`config.mk`:
```
export PLATFORM = sky130hd
export DESIGN_NAME = game_frame_scheduler
export DESIGN_NICKNAME = d
export VERILOG_FILES = /design/src/rtl/game_pkg.sv /design/src/rtl/game_pair_walker.sv /design/src/rtl/game_frame_scheduler.sv
export SDC_FILE = /design/constraint.sdc
export NUM_CORES = 1
export LEC_CHECK = 0
export CAP_MARGIN = 30
export CELL_PAD_IN_SITES_DETAIL_PLACEMENT = 1
export CELL_PAD_IN_SITES_GLOBAL_PLACEMENT = 2
export CORE_ASPECT_RATIO = 1.2
export CORE_UTILIZATION = 41
export CTS_BUF_LIST = sky130_fd_sc_hd__clkbuf_16
export DETAILED_ROUTE_END_ITERATION = 6
export DONT_BUFFER_PORTS = 1
export GPL_ROUTABILITY_DRIVEN = 0
export PLACE_DENSITY = 0.88
export SETUP_SLACK_MARGIN = 0.2
export SLEW_MARGIN = 40
export SYNTH_ARGS = -nofsm -noshare
export SYNTH_HDL_FRONTEND = slang
export SYNTH_SLANG_ARGS = --single-unit
```
`constraint.sdc`:
```
create_clock -name clk -period 3.3 [get_ports clk]
set_input_delay 0.165 -clock clk [delete_from_list [all_inputs] [get_ports clk]]
set_output_delay 0.165 -clock clk [all_outputs]
set_load 0.01 [all_outputs]
```
`src/rtl/game_pkg.sv`:
```
// Shared types and helpers for the frame scheduler: phase codes, FSM state, sizing functions.
// Latency: n/a (package only).
// Backpressure: n/a.
package game_pkg;

    // Values driven on the phase output
    localparam logic [1:0] PH_IDLE = 2'd0;
    localparam logic [1:0] PH_MOVE = 2'd1;
    localparam logic [1:0] PH_PAIR = 2'd2;
    localparam logic [1:0] PH_DONE = 2'd3;

    typedef enum logic [2:0] {
        ST_IDLE,
        ST_MOVE,
        ST_PAIR,
        ST_DRAIN,
        ST_DONE
    } state_t;

    // Ceiling log2; clog2(1) = 0
    function automatic int clog2(input int v);
        int r;
        r = 0;
        while ((1 << r) < v) r++;
        return r;
    endfunction

    // Number of unordered pairs among n objects
    function automatic int npairs(input int n);
        return (n * (n - 1)) / 2;
    endfunction

endpackage

```
`src/rtl/game_pair_walker.sv`:
```
// Pair walker: holds the next pair (a,b) and its linear index p in lexicographic order.
// Latency: clear/step take effect on the next clock edge.
// Backpressure: none; advances only when step_i is high and saturates on the last pair.
// Ports: clk, rst_n; clear_i rewinds to (0,1,p=0); step_i advances;
//        a_o/b_o/p_o the current pair; last_o flags the final pair (N-2,N-1).
module game_pair_walker #(
    parameter int N     = 8,
    parameter int IDX_W = 3,
    parameter int NP    = 28,
    parameter int PW    = 5
) (
    input  logic             clk,
    input  logic             rst_n,
    input  logic             clear_i,
    input  logic             step_i,
    output logic [IDX_W-1:0] a_o,
    output logic [IDX_W-1:0] b_o,
    output logic [PW-1:0]    p_o,
    output logic             last_o
);

    logic [IDX_W-1:0] a_q, a_d;
    logic [IDX_W-1:0] b_q, b_d;
    logic [PW-1:0]    p_q, p_d;
    logic             last;

    assign last = (p_q == PW'(NP - 1));

    always_comb begin
        a_d = a_q;
        b_d = b_q;
        p_d = p_q;
        if (clear_i) begin
            a_d = '0;
            b_d = IDX_W'(1);
            p_d = '0;
        end else if (step_i && !last) begin
            // Row wrap: b hit the top, start the next row at (a+1, a+2).
            // Never reached from the last pair, so a+2 cannot overflow.
            if (b_q == IDX_W'(N - 1)) begin
                a_d = a_q + IDX_W'(1);
                b_d = a_q + IDX_W'(2);
            end else begin
                b_d = b_q + IDX_W'(1);
            end
            p_d = p_q + PW'(1);
        end
    end

    always_ff @(posedge clk or negedge rst_n) begin
        if (!rst_n) begin
            a_q <= '0;
            b_q <= IDX_W'(1);
            p_q <= '0;
        end else begin
            a_q <= a_d;
            b_q <= b_d;
            p_q <= p_d;
        end
    end

    assign a_o    = a_q;
    assign b_o    = b_q;
    assign p_o    = p_q;
    assign last_o = last;

endmodule

```
`src/rtl/game_frame_scheduler.sv`:
```
// Per-frame sequencer: MOVE one object/cycle, PAIR one pair/cycle, then DRAIN and DONE; owns pair cooldowns.
// Latency: schedule is N+NP+2 cycles after frame_tick; hit_valid follows its pair_valid by 1 cycle.
// Backpressure: none; a frame_tick while busy is dropped and flagged with a one-cycle overrun.
// Ports: clk, rst_n; frame_tick starts a schedule; busy/phase report progress;
//        move_valid/move_idx and pair_valid/pair_a/pair_b drive the datapath; overlap_in is the
//        comparator result; hit_valid/hit_a/hit_b qualified hits; frame_done end pulse; overrun dropped tick.
module game_frame_scheduler
    import game_pkg::*;
#(
    parameter int N         = 8,
    parameter int CD_FRAMES = 5,
    parameter int CD_W      = 4,
    localparam int IDX_W    = clog2(N),
    localparam int NP       = npairs(N),
    localparam int PW       = clog2(NP)
) (
    input  logic             clk,
    input  logic             rst_n,
    input  logic             frame_tick,
    output logic             busy,
    output logic [1:0]       phase,
    output logic             move_valid,
    output logic [IDX_W-1:0] move_idx,
    output logic             pair_valid,
    output logic [IDX_W-1:0] pair_a,
    output logic [IDX_W-1:0] pair_b,
    input  logic             overlap_in,
    output logic             hit_valid,
    output logic [IDX_W-1:0] hit_a,
    output logic [IDX_W-1:0] hit_b,
    output logic             frame_done,
    output logic             overrun
);

    // A single pair still needs a 1-bit index
    localparam int PW_S = (PW < 1) ? 1 : PW;

    state_t           state_q;
    logic             busy_q, move_valid_q, pair_valid_q, frame_done_q, overrun_q;
    logic [1:0]       phase_q;
    logic [IDX_W-1:0] move_idx_q, pair_a_q, pair_b_q;
    logic [PW_S-1:0]  pair_p_q;
    logic             pair_last_q;

    // Pair issued last cycle, waiting for its overlap_in
    logic             pend_vld_q;
    logic [IDX_W-1:0] pend_a_q, pend_b_q;
    logic [PW_S-1:0]  pend_p_q;

    logic [CD_W-1:0]  cd_q [NP];
    logic [CD_W-1:0]  cd_rd, cd_d;
    logic             hit;

    logic [IDX_W-1:0] w_a, w_b;
    logic [PW_S-1:0]  w_p;
    logic             w_last, w_clr, w_step, move_last;

    assign move_last = (move_idx_q == IDX_W'(N - 1));
    assign w_clr     = (state_q == ST_IDLE);
    // The walker holds the next pair to issue; advance it each time one goes out
    assign w_step    = ((state_q == ST_MOVE) && move_last) ||
                       ((state_q == ST_PAIR) && !pair_last_q);

    game_pair_walker #(
        .N     (N),
        .IDX_W (IDX_W),
        .NP    (NP),
        .PW    (PW_S)
    ) u_walker (
        .clk     (clk),
        .rst_n   (rst_n),
        .clear_i (w_clr),
        .step_i  (w_step),
        .a_o     (w_a),
        .b_o     (w_b),
        .p_o     (w_p),
        .last_o  (w_last)
    );

    always_ff @(posedge clk or negedge rst_n) begin
        if (!rst_n) begin
            state_q      <= ST_IDLE;
            busy_q       <= 1'b0;
            phase_q      <= PH_IDLE;
            move_valid_q <= 1'b0;
            move_idx_q   <= '0;
            pair_valid_q <= 1'b0;
            pair_a_q     <= '0;
            pair_b_q     <= '0;
            pair_p_q     <= '0;
            pair_last_q  <= 1'b0;
            frame_done_q <= 1'b0;
            overrun_q    <= 1'b0;
        end else begin
            overrun_q    <= frame_tick && busy_q;
            frame_done_q <= 1'b0;
            case (state_q)
                ST_IDLE: begin
                    if (frame_tick) begin
                        state_q      <= ST_MOVE;
                        busy_q       <= 1'b1;
                        phase_q      <= PH_MOVE;
                        move_valid_q <= 1'b1;
                        move_idx_q   <= '0;
                    end
                end
                ST_MOVE: begin
                    if (move_last) begin
                        state_q      <= ST_PAIR;
                        phase_q      <= PH_PAIR;
                        move_valid_q <= 1'b0;
                        pair_valid_q <= 1'b1;
                        pair_a_q     <= w_a;
                        pair_b_q     <= w_b;
                        pair_p_q     <= w_p;
                        pair_last_q  <= w_last;
                    end else begin
                        move_idx_q <= move_idx_q + IDX_W'(1);
                    end
                end
                ST_PAIR: begin
                    if (pair_last_q) begin
                        state_q      <= ST_DRAIN;
                        phase_q      <= PH_DONE;
                        pair_valid_q <= 1'b0;
                    end else begin
                        pair_a_q    <= w_a;
                        pair_b_q    <= w_b;
                        pair_p_q    <= w_p;
                        pair_last_q <= w_last;
                    end
                end
                ST_DRAIN: begin
                    state_q      <= ST_DONE;
                    frame_done_q <= 1'b1;
                end
                ST_DONE: begin
                    state_q <= ST_IDLE;
                    busy_q  <= 1'b0;
                    phase_q <= PH_IDLE;
                end
                default: state_q <= ST_IDLE;
            endcase
        end
    end

    always_ff @(posedge clk or negedge rst_n) begin
        if (!rst_n) begin
            pend_vld_q <= 1'b0;
            pend_a_q   <= '0;
            pend_b_q   <= '0;
            pend_p_q   <= '0;
        end else begin
            pend_vld_q <= pair_valid_q;
            pend_a_q   <= pair_a_q;
            pend_b_q   <= pair_b_q;
            pend_p_q   <= pair_p_q;
        end
    end

    // Cooldown read port: compare-select avoids an index wider than the array
    always_comb begin
        cd_rd = '0;
        for (int i = 0; i < NP; i++) begin
            if (pend_p_q == PW_S'(i)) cd_rd = cd_q[i];
        end
    end

    // overlap_in only matters in the cycle after a pair was issued
    assign hit  = pend_vld_q && overlap_in && (cd_rd == '0);
    assign cd_d = hit             ? CD_W'(CD_FRAMES) :
                  (cd_rd != '0)   ? cd_rd - CD_W'(1) : cd_rd;

    always_ff @(posedge clk or negedge rst_n) begin
        if (!rst_n) begin
            for (int i = 0; i < NP; i++) cd_q[i] <= '0;
        end else begin
            for (int i = 0; i < NP; i++) begin
                if (pend_vld_q && (pend_p_q == PW_S'(i))) cd_q[i] <= cd_d;
            end
        end
    end

    assign busy       = busy_q;
    assign phase      = phase_q;
    assign move_valid = move_valid_q;
    assign move_idx   = move_idx_q;
    assign pair_valid = pair_valid_q;
    assign pair_a     = pair_a_q;
    assign pair_b     = pair_b_q;
    assign hit_valid  = hit;
    assign hit_a      = pend_a_q;
    assign hit_b      = pend_b_q;
    assign frame_done = frame_done_q;
    assign overrun    = overrun_q;

endmodule

```
# Yosys cells after proc, flatten, opt, wreduce, memory -nomap -nowiden

Cells that the tools add are included.
Widths: inputs -> output; s select.

Bits in registers: 160
Word-level logic and storage cells: 217

Add/subtract/negate cells: 6
Reduce and logical (&&, ||, !) cells: 56
Mux-type cells: 69
Eq/ne operators: 39

Operators by type and width:

| operator            | number |
|---|---|
| $mux 4              | 30 |
| $eq 5x5->1 const B  | 13 |
| $mux 3              | 15 |
| $eq 5x4->1 const B  | 8 |
| $logic_and 1x1->1   | 34 |
| $eq 5x3->1 const B  | 4 |
| $mux 5              | 4 |
| $pmux 3 s2          | 3 |
| $reduce_and 3->1    | 5 |
| $pmux 3 s4          | 1 |
| $eq 5x2->1 const B  | 2 |
| $ne 2x2->1 const B  | 5 |
| $pmux 5 s2          | 1 |
| $reduce_bool 2->1   | 5 |
| $add 3x1->3 const B | 3 |
| $eq 3x3->1 const B  | 3 |
| $pmux 1 s2          | 4 |
| $pmux 2 s4          | 1 |
| $reduce_bool 4->1   | 2 |
| $mux 1              | 7 |
| $eq 3x2->1 const B  | 2 |
| $mux 2              | 3 |
| $reduce_and 2->1    | 3 |
| $add 5x1->5 const B | 1 |
| 10 further kinds    | 11 |

# Longest topological paths before layout

Gate-level depths: netlist of the first run.

Depth after elaboration: 32
Gate-level depth with buffers: 14

# Modules after synthesis

From an unflattened synthesis of the first run, not the netlist that was laid out.

Cells, all modules: 774
Area total of the unflattened synthesis: 7877.6 sq um

Modules (own cells, without submodules):

| module               | instances | area an instance (sq um) | cells an instance | sequential area each (sq um) |
|---|---|---|---|---|
| game_frame_scheduler | 1         | 7259.5                   | 713               | 3728.6 |
| game_pair_walker     | 1         | 618.1                    | 61                | 276.5 |

# Worst setup path after synthesis of the first run

OpenSTA, ideal clock, no wires.

Path kind: register to register
Start: register pend_p_q[2]
End: register cd_q[12] (netlist name)
Library setup time: 0.127 ns
Arrival time: 2.806 ns
Path slack: 0.367 ns
Required time: 3.173 ns
Cell stages (with the launch flop): 13
Cells stage by stage: dfrtp_1 > buf_6 > or3b_1 > clkbuf_1 > buf_2 > o221ai_1 > a31oi_1 > a211oi_2 > ha_1 > and3b_2 > mux2i_4 > buf_2 > o21ai_0

Cells in the longest elaborated chain, start to end: 32

Ends and longest elaborated chain:

| element                                     | RTL line                                                 | RTL |
|---|---|---|
| start: declaration                          | game_frame_scheduler.sv:48                               | `logic [PW_S-1:0] pend_p_q;` |
| start signal: assignment                    | game_frame_scheduler.sv:157                              | `pend_p_q <= pair_p_q;` |
| $logic_not 5->1                             | game_frame_scheduler.sv:165                              | `if (pend_p_q == PW_S'(i)) cd_rd = cd_q[i];` |
| $mux 4 (28 in a row)                        | game_frame_scheduler.sv:165                              |  |
| $sub 4x1->4 (tied with other cells)         | game_frame_scheduler.sv:172                              | `(cd_rd != '0) ? cd_rd - CD_W'(1) : cd_rd;` |
| $mux 4 or $logic_and 1x1->1 (tied branches) | game_frame_scheduler.sv:172, game_frame_scheduler.sv:170 |  |
| $mux 4                                      | game_frame_scheduler.sv:171                              | `assign cd_d = hit ? CD_W'(CD_FRAMES) :` |
| end signal: indexed assignment              | game_frame_scheduler.sv:179                              | `if (pend_vld_q && (pend_p_q == PW_S'(i))) cd_q[i] <= cd_d;` |
| end: declaration                            | game_frame_scheduler.sv:50                               | `logic [CD_W-1:0] cd_q [NP];` |

Several ways; a longest one is shown, not always the timed one.
A chain may end at the register's enable or synchronous reset.

# Final worst setup path of the first run

Start: register pend_p_q[0]
End: output port hit_valid

Cells in the longest elaborated chain, start to end: 31

Ends and longest elaborated chain:

| element               | RTL line                    | RTL |
|---|---|---|
| $logic_not 5->1       | game_frame_scheduler.sv:165 |  |
| $mux 4 (27 in a row)  | game_frame_scheduler.sv:165 |  |
| $mux 4 (*)            | game_frame_scheduler.sv:165 |  |
| $logic_not 4->1 (*)   | game_frame_scheduler.sv:170 | `assign hit = pend_vld_q && overlap_in && (cd_rd == '0);` |
| $logic_and 1x1->1 (*) | game_frame_scheduler.sv:170 |  |
| end: declaration      | game_frame_scheduler.sv:28  | `output logic hit_valid,` |

Every way passes the cells marked *; elsewhere a longest branch is shown, timed or not.

==> results.py, run 1 <==
metrics = {
    "clock_network": {
        "clock-sinks": 160,
        "root_buffer": "clkbuf_16",
        "htree_num_levels": 4,
        "cts.clk_slew.worst_paths_ns": 0.07,
        "cts_tree": "done",
        "clkLatencyLatePin_ns": 0.44,
        "cts_buffer_depth": 2,
        "cts_inserted_buffers": 17,
        "hold_buffers": 1,
    },
    "drt": {
        "drtAntennaViolNets": 0,
        "via_per_inst": 5.90,
        "first_pass_iters": 4,
        "first_iter_violations": 436,
        "wirelength_mm": 22.9,
        "vias": 6194,
        "wire_per_inst_um": 21.8,
        "drc_errors": 0,
    },
    "run": {
        "max_cap_violations": 0,
    },
    "global_routing": {
        "antenna_found_initial": 1,
        "grt_start_max_net_pins": 161,
        "grt_pass1_wl_mm": 36.7,
        "grt_overflow_total": 0,
        "grt_usage": 0.253,
        "grt_pass1_vias": 6698,
    },
    "cells_and_area": {
        "layout_common_cells": "dfrtp_1 (154), nand2_1 (125), o21ai_0 (90)",
        "drive_gt1_frac": 0.191,
        "post-route-util": 0.490,
        "areaGrowthSynthToFinish_pct": 17.1,
        "nNetsFinal": 822,
        "mostFrequentLayoutCell": "dfrtp_1",
        "fin_cells": 1049,
    },
    "power_and_ir_drop": {
        "power.density_mw_per_mm2": 1050,
        "pwr-share-clk": 0.208,
        "p_total_mw": 9.39,
        "peakVddDrop_mv": 0.643,
        "pwr-share-seq": 0.302,
        "switching_share": 0.451,
        "combPwrFrac": 0.490,
        "p_switching_mw": 4.23,
        "p_int_mw": 5.16,
        "leakagePower_nw": 3.82,
    },
    "synthesis": {
        "synth_edf_count": 0,
        "synth_async_sr_flop_share": 1.00,
        "yosys_warnings": 0,
        "synthTopCellsByArea": "dfrtp_1 (52%), nand2_1 (6.1%), o21ai_0 (6.0%)",
        "syn-num-nets": 789,
        "synth_top_cell_by_area": "dfrtp_1",
        "synth_seq_cells": 160,
        "post-synth-top-area-fraction": 0.521,
        "syn-cell-area_mm2": 0.00764,
        "ys_types": 68,
        "synth_ff_type": "dfrtp_1",
        "syn_inst": 778,
        "ys_seq_area_frac": 0.524,
        "avgSynthCellArea_um2": 9.82,
    },
    "floorplan": {
        "start_util": 0.419,
        "num_rows": 54,
        "dieArea_mm2": 0.0192,
        "fp.dieW_um": 127,
        "core_mm2": 0.0182,
        "fp.dieH_um": 152,
        "num_io_pins": 27,
    },
    "status": {
        "status": "complete, but fails checks",
        "violations": "hold timing",
    },
    "setup_path": {
        "endpoint_kind": "output pin",
        "worstPathRequired_ns": 3.13,
        "worst-setup-path-type": "reg -> out",
        "cp.arrival_ns": 2.95,
        "regToRegSetupSlack_ns": 0.23,
        "rr_worst_depth": 11,
        "rr_endpoint": "cd_q[88]",
        "crit_path_max_fanout": 6,
        "r2r_start": "pend_p_q[0]",
        "start_kind": "flop",
    },
    "timing": {
        "rsz0062_at_grt": "false",
        "slew_headroom": 0.549,
        "worstMarginPinSlew_ns": 0.674,
        "hold_viol_final": 160,
        "slew_violations": 0,
        "holdWs_ns": -0.586,
        "min_period_over_period": 0.945,
        "min_period_ns": 3.12,
        "finalSetupViolations": 0,
        "tns_ns": 0,
        "finalClockSkew_ns": 0.0108,
        "worst_slack_ns": 0.181,
        "max_freq_mhz": 321,
    },
    "placed_design": {
        "numPortBuffers": 0,
        "dp_cells": 994,
        "dpl_worst_slack_ns": 0.0391,
        "dp_hpwl_mm": 15.5,
    },
    "hold_path": {
        "hp-class": "in -> async",
    },
}
## timing repair
| item | 4_1_cts | 5_1_grt |
|---|---|---|
| buffers inserted | 4 | 16 |
| gates cloned | 1 | 0 |
| hold endpoints to repair | 164 | 160 |
| pin swaps | 1 | 9 |
| endpoints found under the setup margin | 57 | 57 |
| resized for setup | 11 | 30 |
## routing by layer
layer / up-vias / global-route usage / part of all wire
met5: - / 0 / 0
met2: 153 / 0.433 / 0.50
met3: 73 / 0.0520 / 0.038
met4: 0 / 0.148 / 0.048
met1: 3135 / 0.297 / 0.41
li1: 2833 / - / -
## critical path, stage by stage, from the launching register on
cell and delay [ns]:
dfrtp_4 0.55, buf_6 0.16, buf_4 0.13, mux4_2 0.31
nand2_1 0.06, a211oi_1 0.42, nor2_1 0.16, o21a_1 0.24
and3b_2 0.29, and2_4 0.20
## logic make-up after synthesis
logic type | count (synthesis) | share of synthesized area
and+or+nand+nor | 272 | 0.160
muxes | 47 | 0.0789
AOI/OAI and AO/OA | 229 | 0.179
xor gates and xnor gates | 6 | 0.00688
DFF | 160 | 0.524
buffers and inverters | 57 | 0.0395
adders and majority gates | 7 | 0.0115
## per-stage QoR
stage	area (µm²)	hold slack, ns
finish	8950	-0.586
global placement	8020	-0.120
global route	8950	-0.608
detailed placement	8020	-0.122
floorplan	7640	-0.131
CTS	8690	-0.602
## synth_stat cells, drive strengths merged (5+ instances only)
library cell,n
and2,7
mux2i,20
buf,31
a21oi,46
o21ai,112
o31ai,10
nand3,14
mux4,7
inv,9
nand2,125
clkbuf,16
dfrtp,159
ha,7
o221ai,5
nor2b,10
nand3b,6
nor2,69
nand2b,9
a211oi,5
mux2,20
o22ai,8
o32ai,5
nor3,12
## power by group through the flow
stage	sequential, mW	combinational, mW	clock (mW)
after global placement	2.88	3.80	0
after global routing	2.89	4.94	2.07
after floorplan	2.65	2.77	0
after detailed placement	2.90	3.97	0
after CTS	2.87	4.18	1.98
final	2.83	4.60	1.95
## sequential cells by signal, indices dropped and copies added (netlist names)
name          cells
cd_q            112
move_idx          3
move_valid        1
pair_valid        1
u_walker.b_o      3
pair_last_q       1
u_walker.p_o      5
hit_b             3
hit_a             3
pend_p_q          5
u_walker.a_o      3
overrun           1
busy              1
frame_done        1
pair_a            3
pend_vld_q        1
phase             2
state_q           3
pair_b            3
pair_p_q          5
## how the worst max path moves through the flow
stage                           start        end
after global routing      pend_p_q[2]  hit_valid
after global placement    pend_p_q[0]   cd_q[77]
after CTS                 pend_p_q[4]   cd_q[61]
after detailed placement  pend_p_q[2]   cd_q[49]
final                     pend_p_q[0]  hit_valid
after floorplan           pend_p_q[2]   cd_q[12]
## area by class of cell
class                      count  area (µm²)
antenna                        1        2.50
clock buffer                  17         425
sequential                   160        4020
fill                        2012        9300
multi-input combinational    562        3480
tap                          224         280
timing repair buffer          60         533
inverter                      10        41.3
clock inverter                15         166
(Power assumes the default switching activity.)
==> run 2: changes to the inputs <==
Settings changed: SETUP_SLACK_MARGIN 0.2 to default.
==> results.py, run 2 (synthesized netlist as in run 1, its figures left out) <==
metrics = {
    "power_and_ir_drop": {
        "peakVddDrop_mv": 0.542,
        "p_int_mw": 4.96,
        "pwr-share-seq": 0.317,
        "power.density_mw_per_mm2": 1040,
        "p_switching_mw": 4.09,
        "switching_share": 0.452,
        "pwr-share-clk": 0.215,
        "combPwrFrac": 0.467,
        "p_total_mw": 9.05,
        "leakagePower_nw": 3.73,
    },
    "timing": {
        "slew_violations": 0,
        "finalSetupViolations": 15,
        "finalClockSkew_ns": 0.00951,
        "max_freq_mhz": 296,
        "min_period_ns": 3.37,
        "slew_headroom": 0.558,
        "min_period_over_period": 1.02,
        "holdWs_ns": -0.586,
        "hold_viol_final": 160,
        "tns_ns": -0.558,
        "worstMarginPinSlew_ns": 0.662,
        "worst_slack_ns": -0.0731,
    },
    "hold_path": {
        "hp-class": "in -> async",
    },
    "clock_network": {
        "cts_buffer_depth": 2,
        "clock-sinks": 160,
        "cts_inserted_buffers": 17,
        "cts.clk_slew.worst_paths_ns": 0.07,
        "clkLatencyLatePin_ns": 0.44,
        "root_buffer": "clkbuf_16",
        "hold_buffers": 1,
        "cts_tree": "done",
        "htree_num_levels": 4,
    },
    "global_routing": {
        "grt_pass1_vias": 6627,
        "grt_overflow_total": 0,
        "grt_pass1_wl_mm": 36.4,
        "antenna_found_initial": 1,
        "grt_usage": 0.251,
        "grt_start_max_net_pins": 161,
    },
    "status": {
        "status": "complete, but fails checks",
        "violations": "hold timing, setup timing",
    },
    "placed_design": {
        "numPortBuffers": 0,
        "dp_hpwl_mm": 15.5,
        "dp_cells": 994,
    },
    "drt": {
        "wirelength_mm": 22.5,
        "first_pass_iters": 4,
        "first_iter_violations": 301,
        "drc_errors": 0,
        "wire_per_inst_um": 21.7,
        "vias": 6084,
        "via_per_inst": 5.87,
        "met2_length_mm": 11.5,
        "wl_met3_um": 689,
        "m1WireLength_mm": 9.49,
        "maxUsedRoutingLayer": "met4",
        "drtAntennaViolNets": 0,
    },
    "cells_and_area": {
        "nFillCells": 2028,
        "largest_reg_flops": 112,
        "drive_gt1_frac": 0.163,
        "mostFrequentLayoutCell": "dfrtp_1",
        "multiInputGateArea_mm2": 0.00338,
        "nNetsFinal": 810,
        "post-route-util": 0.479,
        "seqCellArea_mm2": 0.00402,
        "areaGrowthSynthToFinish_pct": 14.3,
        "fin_cells": 1037,
        "layout_common_cells": "dfrtp_1 (154), nand2_1 (125), o21ai_0 (91)",
        "top_register": "cd_q",
    },
    "setup_path": {
        "slowest_stage": "mux2_2",
        "worstPathRequired_ns": 3.66,
        "start_kind": "flop",
        "cp.buffers_inverters": 1,
        "cp.arrival_ns": 3.73,
        "crit_family": "compound AO/OA/AOI/OAI gates",
        "r2r_start": "pend_p_q[2]",
        "crit_path_max_fanout": 14,
        "critPathLaunch": "pend_p_q[2]",
        "worst-setup-path-type": "reg -> reg",
        "path_cells": "buf_4 -> nor4bb_2 -> o311ai_0 -> a221o_1 -> a31oi_1 -> a211oi_2 -> ha_2 -> and3b_2 -> mux2_2 -> o21ai_0",
        "endpoint_kind": "flop",
        "critPathMaxStageDelay_ns": 0.54,
    },
    "floorplan": {
        "start_util": 0.419,
        "fp.dieH_um": 152,
        "fp.dieW_um": 127,
        "dieArea_mm2": 0.0192,
        "num_io_pins": 27,
        "num_rows": 54,
        "core_mm2": 0.0182,
    },
    "run": {
        "max_cap_violations": 0,
    },
}
run 2: cell count changes in the layout (fill, tap and decap cells not counted), moves of 2 or more:
cell      before  now
o311ai_0       2    4
buf_6          2    0
a221oi_2       2    0
or3b_1         2    4
a221oi_1       0    2
buf_4         49   42
or3b_4         2    0
run 2: path summary, 6_finish.rpt:
kind	cells after the start	slack, ns	endpoint
setup reg to reg	10	-0.07	cd_q[97]
hold / removal	0	-0.59	cd_q[35]
min in group clk	4	0.15	move_idx[1]
setup / recovery	10	-0.07	cd_q[97]
hold reg to reg	0	0.38	pend_p_q[1]
max in group asynchronous	0	3.63	u_walker.b_o[0]
run 2: worst reg2reg max path: cells and delay by family, from the launching register on:
| family | cells | cell delay [ns] |
|---|---|---|
| fa+ha+maj | 1 | 0.28 |
| flops | 1 | 0.48 |
| buf+inv | 1 | 0.20 |
| compound gates | 5 | 1.35 |
| mux | 1 | 0.54 |
| simple gates | 2 | 0.46 |
run 2: through the flow:
step | setup WS (ns) | instance area (µm²)
2_1_floorplan | 0.367 | 7640
3_3_place_gp | 0.214 | 8020
3_5_place_dp | 0.0391 | 8020
4_1_cts | 0.0176 | 8620
5_1_grt | -0.0911 | 8740
6_report | -0.0731 | 8740
run 2: power groups by stage:
stage          registers (mW)  clock network (mW)  logic [mW]
6_report                 2.87                1.95        4.23
5_1_grt                  2.92                2.07        4.58
4_1_cts                  2.87                1.98        3.99
3_5_place_dp             2.90                   0        3.97
3_3_place_gp             2.88                   0        3.80
2_1_floorplan            2.65                   0        2.77
run 2: layer usage:
layer / vias to the layer above / GRT usage
li1: 2806 / -
met1: 3117 / 0.298
met2: 110 / 0.438
met3: 51 / 0.0492
met4: 0 / 0.124
met5: - / 0
run 2: cell type report:
| class | instances | area share |
|---|---|---|
| clock inverter | 15 | 0.0190 |
| clock buffer | 17 | 0.0487 |
| multi-input combinational | 562 | 0.387 |
| antenna | 1 | 0.000286 |
| tap | 224 | 0.0321 |
| timing repair buffer | 48 | 0.0487 |
| inverter | 10 | 0.00430 |
| sequential | 160 | 0.460 |
run 2: repair_timing:
item / CTS / global route
setup endpoints to repair: 2 / 39
pin swaps: 0 / 2
cloned: 0 / 1
endpoints found under the hold margin: 164 / 160
setup buffers: 0 / 8
resized for setup: 2 / 14
